--- src/rtl/fp16_pack_rnd_if.sv ---
// fp16_pack_rnd_if
// Bundles the operand-side and result-side handshakes of fp16_pack_rnd.
//   in_valid/in_ready        : operand pair handshake
//   sign_*/exp_*/mant_*      : per-lane sign, 8-bit biased exponent (bias 15),
//                              22-bit 2.20 product mantissa
//   out_valid/out_ready      : result handshake
//   out                      : {hi FP16, lo FP16}
//   flags                    : {overflow, underflow, inexact}, OR of both lanes
// master = producer/consumer side (testbench or upstream), slave = the packer.
interface fp16_pack_rnd_if;
  logic        in_valid;
  logic        in_ready;
  logic        sign_lo;
  logic        sign_hi;
  logic [7:0]  exp_lo;
  logic [7:0]  exp_hi;
  logic [21:0] mant_lo;
  logic [21:0] mant_hi;
  logic        out_valid;
  logic        out_ready;
  logic [31:0] out;
  logic [2:0]  flags;

  modport master (
    output in_valid, sign_lo, sign_hi, exp_lo, exp_hi, mant_lo, mant_hi, out_ready,
    input  in_ready, out_valid, out, flags
  );

  modport slave (
    input  in_valid, sign_lo, sign_hi, exp_lo, exp_hi, mant_lo, mant_hi, out_ready,
    output in_ready, out_valid, out, flags
  );
endinterface

--- src/rtl/fp16_pack_rnd.sv ---
// fp16_pack_rnd
// Takes two (sign, biased exponent, 2.20 mantissa) products, normalises and
// rounds each to FP16 (round-to-nearest-even, no subnormals), and presents
// them packed as {hi, lo} with OR-ed status flags.
// Ports:
//   clk   : clock, rising edge
//   rst_n : asynchronous active-low reset
//   bus   : fp16_pack_rnd_if.slave (operand and result handshakes)
// One shared normalise/round unit is time-multiplexed: lo lane in NORM0/RND0,
// hi lane in NORM1/RND1. DONE spends one cycle packing the lane results into
// the output registers before raising out_valid.
module fp16_pack_rnd (
  input  logic           clk,
  input  logic           rst_n,
  fp16_pack_rnd_if.slave bus
);

  typedef enum logic [2:0] {IDLE, NORM0, RND0, NORM1, RND1, DONE} state_t;

  state_t             state_q, state_d;
  logic               signLo_q, signLo_d, signHi_q, signHi_d;
  logic signed [9:0]  expLo_q, expLo_d, expHi_q, expHi_d;
  logic [21:0]        mantLo_q, mantLo_d, mantHi_q, mantHi_d;
  logic               stickyLo_q, stickyLo_d, stickyHi_q, stickyHi_d;
  logic [15:0]        resLo_q, resLo_d, resHi_q, resHi_d;
  logic [2:0]         flgLo_q, flgLo_d, flgHi_q, flgHi_d;
  logic [31:0]        out_q, out_d;
  logic [2:0]         flags_q, flags_d;
  logic               outValid_q, outValid_d;

  logic               selHi, selSign, selSticky;
  logic signed [9:0]  selExp;
  logic [21:0]        selMant;

  logic [4:0]         lzc;
  logic               lzcFound;
  logic [21:0]        normMant;
  logic signed [9:0]  normExp;
  logic               normSticky;

  logic               guard, stickyAll, roundUp;
  logic [10:0]        fracSum;
  logic signed [9:0]  finalExp;
  logic [15:0]        laneRes;
  logic [2:0]         laneFlg;

  assign selHi     = (state_q == NORM1) || (state_q == RND1);
  assign selSign   = selHi ? signHi_q   : signLo_q;
  assign selExp    = selHi ? expHi_q    : expLo_q;
  assign selMant   = selHi ? mantHi_q   : mantLo_q;
  assign selSticky = selHi ? stickyHi_q : stickyLo_q;

  assign bus.in_ready  = (state_q == IDLE);
  assign bus.out_valid = outValid_q;
  assign bus.out       = out_q;
  assign bus.flags     = flags_q;

  // Leading-zero count of bits [20:0]; only consulted when bit 21 is clear
  // and the mantissa is nonzero, so the all-zero result is never used.
  always_comb begin
    lzc      = 5'd0;
    lzcFound = 1'b0;
    for (int i = 20; i >= 0; i--) begin
      if (!lzcFound && selMant[i]) begin
        lzc      = 5'(20 - i);
        lzcFound = 1'b1;
      end
    end
  end

  // Normalise so the leading one sits at bit 20. A right shift can only
  // lose one bit, which is folded into the sticky bit.
  always_comb begin
    normMant   = selMant;
    normExp    = selExp;
    normSticky = selSticky;
    if (selMant[21]) begin
      normMant   = {1'b0, selMant[21:1]};
      normExp    = selExp + 10'sd1;
      normSticky = selSticky | selMant[0];
    end else if (selMant != 22'd0) begin
      normMant = selMant << lzc;
      normExp  = selExp - $signed({5'd0, lzc});
    end
  end

  // Round-to-nearest-even on the normalised lane. Bit 20 is the hidden one,
  // so a carry out of the 10-bit fraction means the significand became 2.0:
  // the fraction wraps to zero and the exponent steps up by one.
  always_comb begin
    guard     = selMant[9];
    stickyAll = selSticky | (|selMant[8:0]);
    roundUp   = guard & (stickyAll | selMant[10]);
    fracSum   = {1'b0, selMant[19:10]} + {10'd0, roundUp};
    finalExp  = selExp + $signed({9'd0, fracSum[10]});

    if (selMant == 22'd0) begin
      laneRes = {selSign, 15'h0000};
      laneFlg = 3'b000;
    end else if (finalExp >= 10'sd31) begin
      laneRes = {selSign, 5'h1F, 10'h000};
      laneFlg = 3'b101;
    end else if (finalExp <= 10'sd0) begin
      laneRes = {selSign, 15'h0000};
      laneFlg = 3'b011;
    end else begin
      laneRes = {selSign, finalExp[4:0], fracSum[9:0]};
      laneFlg = {2'b00, guard | stickyAll};
    end
  end

  // Sequencer and register next-state. Operands are only captured in IDLE,
  // so in_valid during processing is simply ignored. In DONE the first cycle
  // packs the results; out_valid then holds until the consumer takes it.
  always_comb begin
    state_d    = state_q;
    signLo_d   = signLo_q;
    signHi_d   = signHi_q;
    expLo_d    = expLo_q;
    expHi_d    = expHi_q;
    mantLo_d   = mantLo_q;
    mantHi_d   = mantHi_q;
    stickyLo_d = stickyLo_q;
    stickyHi_d = stickyHi_q;
    resLo_d    = resLo_q;
    resHi_d    = resHi_q;
    flgLo_d    = flgLo_q;
    flgHi_d    = flgHi_q;
    out_d      = out_q;
    flags_d    = flags_q;
    outValid_d = outValid_q;

    case (state_q)
      IDLE: begin
        if (bus.in_valid) begin
          state_d    = NORM0;
          signLo_d   = bus.sign_lo;
          signHi_d   = bus.sign_hi;
          expLo_d    = {{2{bus.exp_lo[7]}}, bus.exp_lo};
          expHi_d    = {{2{bus.exp_hi[7]}}, bus.exp_hi};
          mantLo_d   = bus.mant_lo;
          mantHi_d   = bus.mant_hi;
          stickyLo_d = 1'b0;
          stickyHi_d = 1'b0;
        end
      end
      NORM0: begin
        mantLo_d   = normMant;
        expLo_d    = normExp;
        stickyLo_d = normSticky;
        state_d    = RND0;
      end
      RND0: begin
        resLo_d = laneRes;
        flgLo_d = laneFlg;
        state_d = NORM1;
      end
      NORM1: begin
        mantHi_d   = normMant;
        expHi_d    = normExp;
        stickyHi_d = normSticky;
        state_d    = RND1;
      end
      RND1: begin
        resHi_d = laneRes;
        flgHi_d = laneFlg;
        state_d = DONE;
      end
      DONE: begin
        if (!outValid_q) begin
          out_d      = {resHi_q, resLo_q};
          flags_d    = flgHi_q | flgLo_q;
          outValid_d = 1'b1;
        end else if (bus.out_ready) begin
          outValid_d = 1'b0;
          state_d    = IDLE;
        end
      end
      default: state_d = IDLE;
    endcase
  end

  // State and datapath registers; reset discards any in-flight pair.
  always_ff @(posedge clk or negedge rst_n) begin
    if (!rst_n) begin
      state_q    <= IDLE;
      signLo_q   <= 1'b0;
      signHi_q   <= 1'b0;
      expLo_q    <= '0;
      expHi_q    <= '0;
      mantLo_q   <= '0;
      mantHi_q   <= '0;
      stickyLo_q <= 1'b0;
      stickyHi_q <= 1'b0;
      resLo_q    <= '0;
      resHi_q    <= '0;
      flgLo_q    <= '0;
      flgHi_q    <= '0;
      out_q      <= '0;
      flags_q    <= '0;
      outValid_q <= 1'b0;
    end else begin
      state_q    <= state_d;
      signLo_q   <= signLo_d;
      signHi_q   <= signHi_d;
      expLo_q    <= expLo_d;
      expHi_q    <= expHi_d;
      mantLo_q   <= mantLo_d;
      mantHi_q   <= mantHi_d;
      stickyLo_q <= stickyLo_d;
      stickyHi_q <= stickyHi_d;
      resLo_q    <= resLo_d;
      resHi_q    <= resHi_d;
      flgLo_q    <= flgLo_d;
      flgHi_q    <= flgHi_d;
      out_q      <= out_d;
      flags_q    <= flags_d;
      outValid_q <= outValid_d;
    end
  end

endmodule

--- src/flat_wrapper.sv ---
// flat-port wrapper written by rule: the top's interface ports become plain ports
module fp16_pack_rnd_flat 
  (clk, rst_n, bus_in_valid, bus_sign_lo, bus_sign_hi, bus_exp_lo, bus_exp_hi, bus_mant_lo, bus_mant_hi, bus_out_ready, bus_in_ready, bus_out_valid, bus_out, bus_flags);
  fp16_pack_rnd_if bus_i ();
  input  logic clk;
  input  logic rst_n;
  input wire logic [$bits(bus_i.in_valid)-1:0] bus_in_valid;
  input wire logic [$bits(bus_i.sign_lo)-1:0] bus_sign_lo;
  input wire logic [$bits(bus_i.sign_hi)-1:0] bus_sign_hi;
  input wire logic [$bits(bus_i.exp_lo)-1:0] bus_exp_lo;
  input wire logic [$bits(bus_i.exp_hi)-1:0] bus_exp_hi;
  input wire logic [$bits(bus_i.mant_lo)-1:0] bus_mant_lo;
  input wire logic [$bits(bus_i.mant_hi)-1:0] bus_mant_hi;
  input wire logic [$bits(bus_i.out_ready)-1:0] bus_out_ready;
  output wire logic [$bits(bus_i.in_ready)-1:0] bus_in_ready;
  output wire logic [$bits(bus_i.out_valid)-1:0] bus_out_valid;
  output wire logic [$bits(bus_i.out)-1:0] bus_out;
  output wire logic [$bits(bus_i.flags)-1:0] bus_flags;
  assign bus_i.in_valid = bus_in_valid;
  assign bus_i.sign_lo = bus_sign_lo;
  assign bus_i.sign_hi = bus_sign_hi;
  assign bus_i.exp_lo = bus_exp_lo;
  assign bus_i.exp_hi = bus_exp_hi;
  assign bus_i.mant_lo = bus_mant_lo;
  assign bus_i.mant_hi = bus_mant_hi;
  assign bus_i.out_ready = bus_out_ready;
  assign bus_in_ready = bus_i.in_ready;
  assign bus_out_valid = bus_i.out_valid;
  assign bus_out = bus_i.out;
  assign bus_flags = bus_i.flags;
  fp16_pack_rnd u_core (.clk(clk), .rst_n(rst_n), .bus(bus_i));
endmodule
--- config.mk ---
export PLATFORM = sky130hd
export DESIGN_NAME = fp16_pack_rnd_flat
export DESIGN_NICKNAME = d
export VERILOG_FILES = /design/src/rtl/fp16_pack_rnd_if.sv /design/src/rtl/fp16_pack_rnd.sv /design/src/flat_wrapper.sv
export SDC_FILE = /design/constraint.sdc
export NUM_CORES = 1
export LEC_CHECK = 0
export ABC_CLOCK_PERIOD_IN_PS = 5400
export BUFFER_PORTS_ARGS = -buffer_cell sky130_fd_sc_hd__clkbuf_2
export CELL_PAD_IN_SITES_DETAIL_PLACEMENT = 1
export CELL_PAD_IN_SITES_GLOBAL_PLACEMENT = 1
export CORE_ASPECT_RATIO = 0.7
export CORE_MARGIN = 2
export CORE_UTILIZATION = 46
export CTS_CLUSTER_DIAMETER = 40
export DETAILED_ROUTE_END_ITERATION = 12
export PLACE_DENSITY = 0.9
export SLEW_MARGIN = 20
export SYNTH_ARGS = -nofsm -noshare
export SYNTH_HDL_FRONTEND = slang
export SYNTH_SLANG_ARGS = --single-unit
--- constraint.sdc ---
create_clock -name clk -period 5.4 [get_ports clk]
set_input_delay 0.27 -clock clk [delete_from_list [all_inputs] [get_ports clk]]
set_output_delay 0.27 -clock clk [all_outputs]
set_load 0.005 [all_outputs]
==> out/results.tsv <==
stage	metric	value	unit
global_routing	grt_pass1_vias	9698	
worst_setup_path	critical_path.slowest_cell	or4_4	
detailed_routing	vias	9605	
clock_network	numCtsBuffers	17	
timing	max_freq	0.1922	GHz
detailed_routing	drt_iter0_drc	902	
global_routing	antenna_found_initial	0	
synth	ys_seq_area_share	38.16	%
die	die_area	21860	um^2
timing	fin_worst_skew	0.009180	ns
detailed_routing	drc	0	
timing	slew_viol_final	0	
worst_setup_path	crit_fanout	31	
synth	async_flop_share	100.0	%
finish	fin_util	56.44	%
timing	finalHoldViolCount	0	
die	dieHeight	124.3	um
timing	setup_viol	0	
detailed_routing	drtPass1Iterations	6	
clock_network	root_buffer	clkbuf_16	
detailed_routing	ant_nets	0	
detailed_routing	via_per_inst	6.583	
min_path	worstHoldPathType	in2reg	
clock_network	path_clk_slew	0.07	ns
worst_setup_path	startpoint_type	flop	
detailed_routing	routed_wl	35.51	mm
worst_setup_path	path_delay_family	compound AO/OA/AOI/OAI gates	
placement	place.gp.congestion	0.9574	
synth	synth_area_leaders	dfrtp_1 (38%), mux2_2 (5.6%), o21ai_0 (5.1%)	
synth	synth-edff-count	0	
job	maxCapViolations	0	
worst_setup_path	crit_required	5.72	ns
synth	yosysTopAreaCell	dfrtp_1	
worst_setup_path	worst_path_most_repeated_cell	inv_2	
worst_setup_path	arrival	5.52	ns
timing	finalSetupTns	0	ns
global_routing	grt_remaining_overflow	0	
placement	io_buffer_count	102	
synth	syn-cell-area	9509	um^2
worst_setup_path	path_cells	buf_12, inv_2, nor2_4, buf_4, o311ai_4, inv_2, or4_4, or4b_4, o211a_1, inv_2, ha_1, inv_1, fa_1, a21o_1, a21oi_1, inv_1, a21oi_1, nand2_1, o22ai_2, o21ai_0, xor2_1, a221o_1	
worst_setup_path	cp.buffers_inverters	7	
synth	syn-instance-count	1061	
synth	ys_warn_count	0	
timing	worst_pin_slew	1.063	ns
worst_setup_path	critPathKind	reg2reg	
worst_setup_path	rrSetupSlack	0.20	ns
global_routing	track_usage	32.73	%
placement	hpwl	25.17	mm
finish	final_layout_size_suffix_gt1_share	25.32	%
die	ioPinCount	103	
timing	post-route-period-util	96.38	%
synth	synth_top_flop_cell	dfrtp_1	
die	num_rows	43	
synth	avgSynthCellArea	8.962	um^2
timing	fin_hold_ws	0.03920	ns
die	core	20010	um^2
worst_setup_path	critPathMaxStageDelay	0.55	ns
global_routing	grt_max_degree	75	
global_routing	grt_first_pass_wirelength	55.74	mm
status	outcome	complete, no violations	
clock_network	clk_latency	0.44	ns
die	die_w	175.8	um
clock_network	cts_buffer_depth	2	
clock_network	cts_tree	built	
timing	min_period	5.204	ns
synth	synth_fp_nets	1138	
synth	synthDistinctLibCells	79	
finish	area_growth	18.79	%
placement	post_dp_cell_area	10560	um^2
timing	slew_headroom	29.00	%
detailed_routing	wl_per_cell	24.34	um
finish	finalInstanceArea	11300	um^2
synth	ys_ff_latch	145	
synth	synth.top_cell.area_share	38.16	%
finish	n_antenna_cell	0	
clock_network	cts-htree-levels	4	
clock_network	cts.sinks	145	
worst_setup_path	endpoint_kind	flop	
die	start_util	47.51	%
finish	finalNetCount	1253	
path summary, 6_finish.rpt:
check                                   start                   to  cells past startpoint
min                           bus_mant_hi[21]  u_core.mantHi_q[21]                      3
min in group asynchronous               rst_n  u_core.mantHi_q[18]                      2
max in group asynchronous               rst_n   u_core.resLo_q[13]                      3
max reg2reg                 u_core.state_q[0]    u_core.expLo_q[8]                     22
min reg2reg                u_core.resHi_q[13]   u_core.resHi_q[13]                      2
max                         u_core.state_q[0]    u_core.expLo_q[8]                     22
layout make-up:
class,instances,area (um^2)
Fill cell,2378,8718
Multi-Input combinational cell,817,5535
Sequential cell,145,3632
Timing Repair Buffer,178,1135
Clock buffer,21,460.4
Tap cell,270,337.8
Clock inverter,11,131.4
Inverter,17,63.81
cells in the mapped netlist (all sizes together), types with 20 or more instances:
master and number:
clkbuf 45, buf 37, o21ai 138, nand3 20
nor3b 23, a22oi 49, a21oi 33, mux2i 28
nand2 92, mux2 47, nor3 43, nor2b 43
nor2 67, dfrtp 145
per-stage QoR:
stage | worst slack (ns) | instances
2_1_floorplan | 0.4975 | 1061
6_report | 0.1957 | 1459
3_5_place_dp | 0.1121 | 1421
5_1_grt | -0.03303 | 1459
3_3_place_gp | 0.2392 | 1421
4_1_cts | 0.04460 | 1454
cells in the final DEF, fill, tap and decap left out, types with 7 or more instances in the layout:
master     count
o211ai_1       9
a21o_1        12
clkbuf_2     101
nand2_1       90
o21ai_0       94
o31ai_1       18
inv_1          9
nor3b_1       22
a221oi_1       8
and3_1        10
dfrtp_1      142
a21oi_1       33
nor3_1        42
mux2_2        47
a222oi_1       8
nor2_1        63
a22o_1         8
o311a_1        9
ha_1           9
nand3_1       20
a22oi_1       49
o22ai_1       12
inv_2          8
mux2i_1       26
o21ai_1       43
clkbuf_16     17
xor2_1         7
buf_4         70
o311ai_1      10
nor2b_1       41
xnor2_1        9
metal layers:
metal	vias to the layer above	GRT usage, %	wire (um)
met5	-	0	0
li1	4221	-	-
met2	446	51.09	16360
met3	89	6.319	2780
met4	0	11.08	1158
met1	4849	45.63	15210
cells by family (layout without fill, tap and decap cells):
| family | Yosys count | count (layout) | share of synthesized area, % |
|---|---|---|---|
| fa+ha+maj | 11 | 11 | 1.526 |
| simple gates | 340 | 340 | 18.22 |
| buf+inv | 99 | 227 | 4.947 |
| xor+xnor | 16 | 16 | 1.474 |
| compound gates | 375 | 375 | 27.03 |
| flops | 145 | 145 | 38.16 |
| mux | 75 | 75 | 8.645 |
timing repair:
action                                  4_1_cts  5_1_grt
endpoints found under the setup margin        1       35
hold endpoints to repair                     73        0
pin swaps                                     0        1
buffers inserted                              0        5
resized for setup                             1       19
hold buffers                                  1        0
state kept, by name, indices dropped and copies added, names as in the netlist, 10 cells and up:
name	flops
u_core.resLo_q	16
u_core.expHi_q	10
u_core.resHi_q	16
u_core.mantHi_q	22
u_core.expLo_q	10
u_core.bus.out	32
u_core.mantLo_q	22
worst min-delay path: stages:
cell      delay (ns)
clkbuf_2        0.08
nand2_1         0.04
o21ai_0         0.06
Power is not shown: default switching activity piles up to over one toggle a cycle in this logic, so the estimate is an artifact.
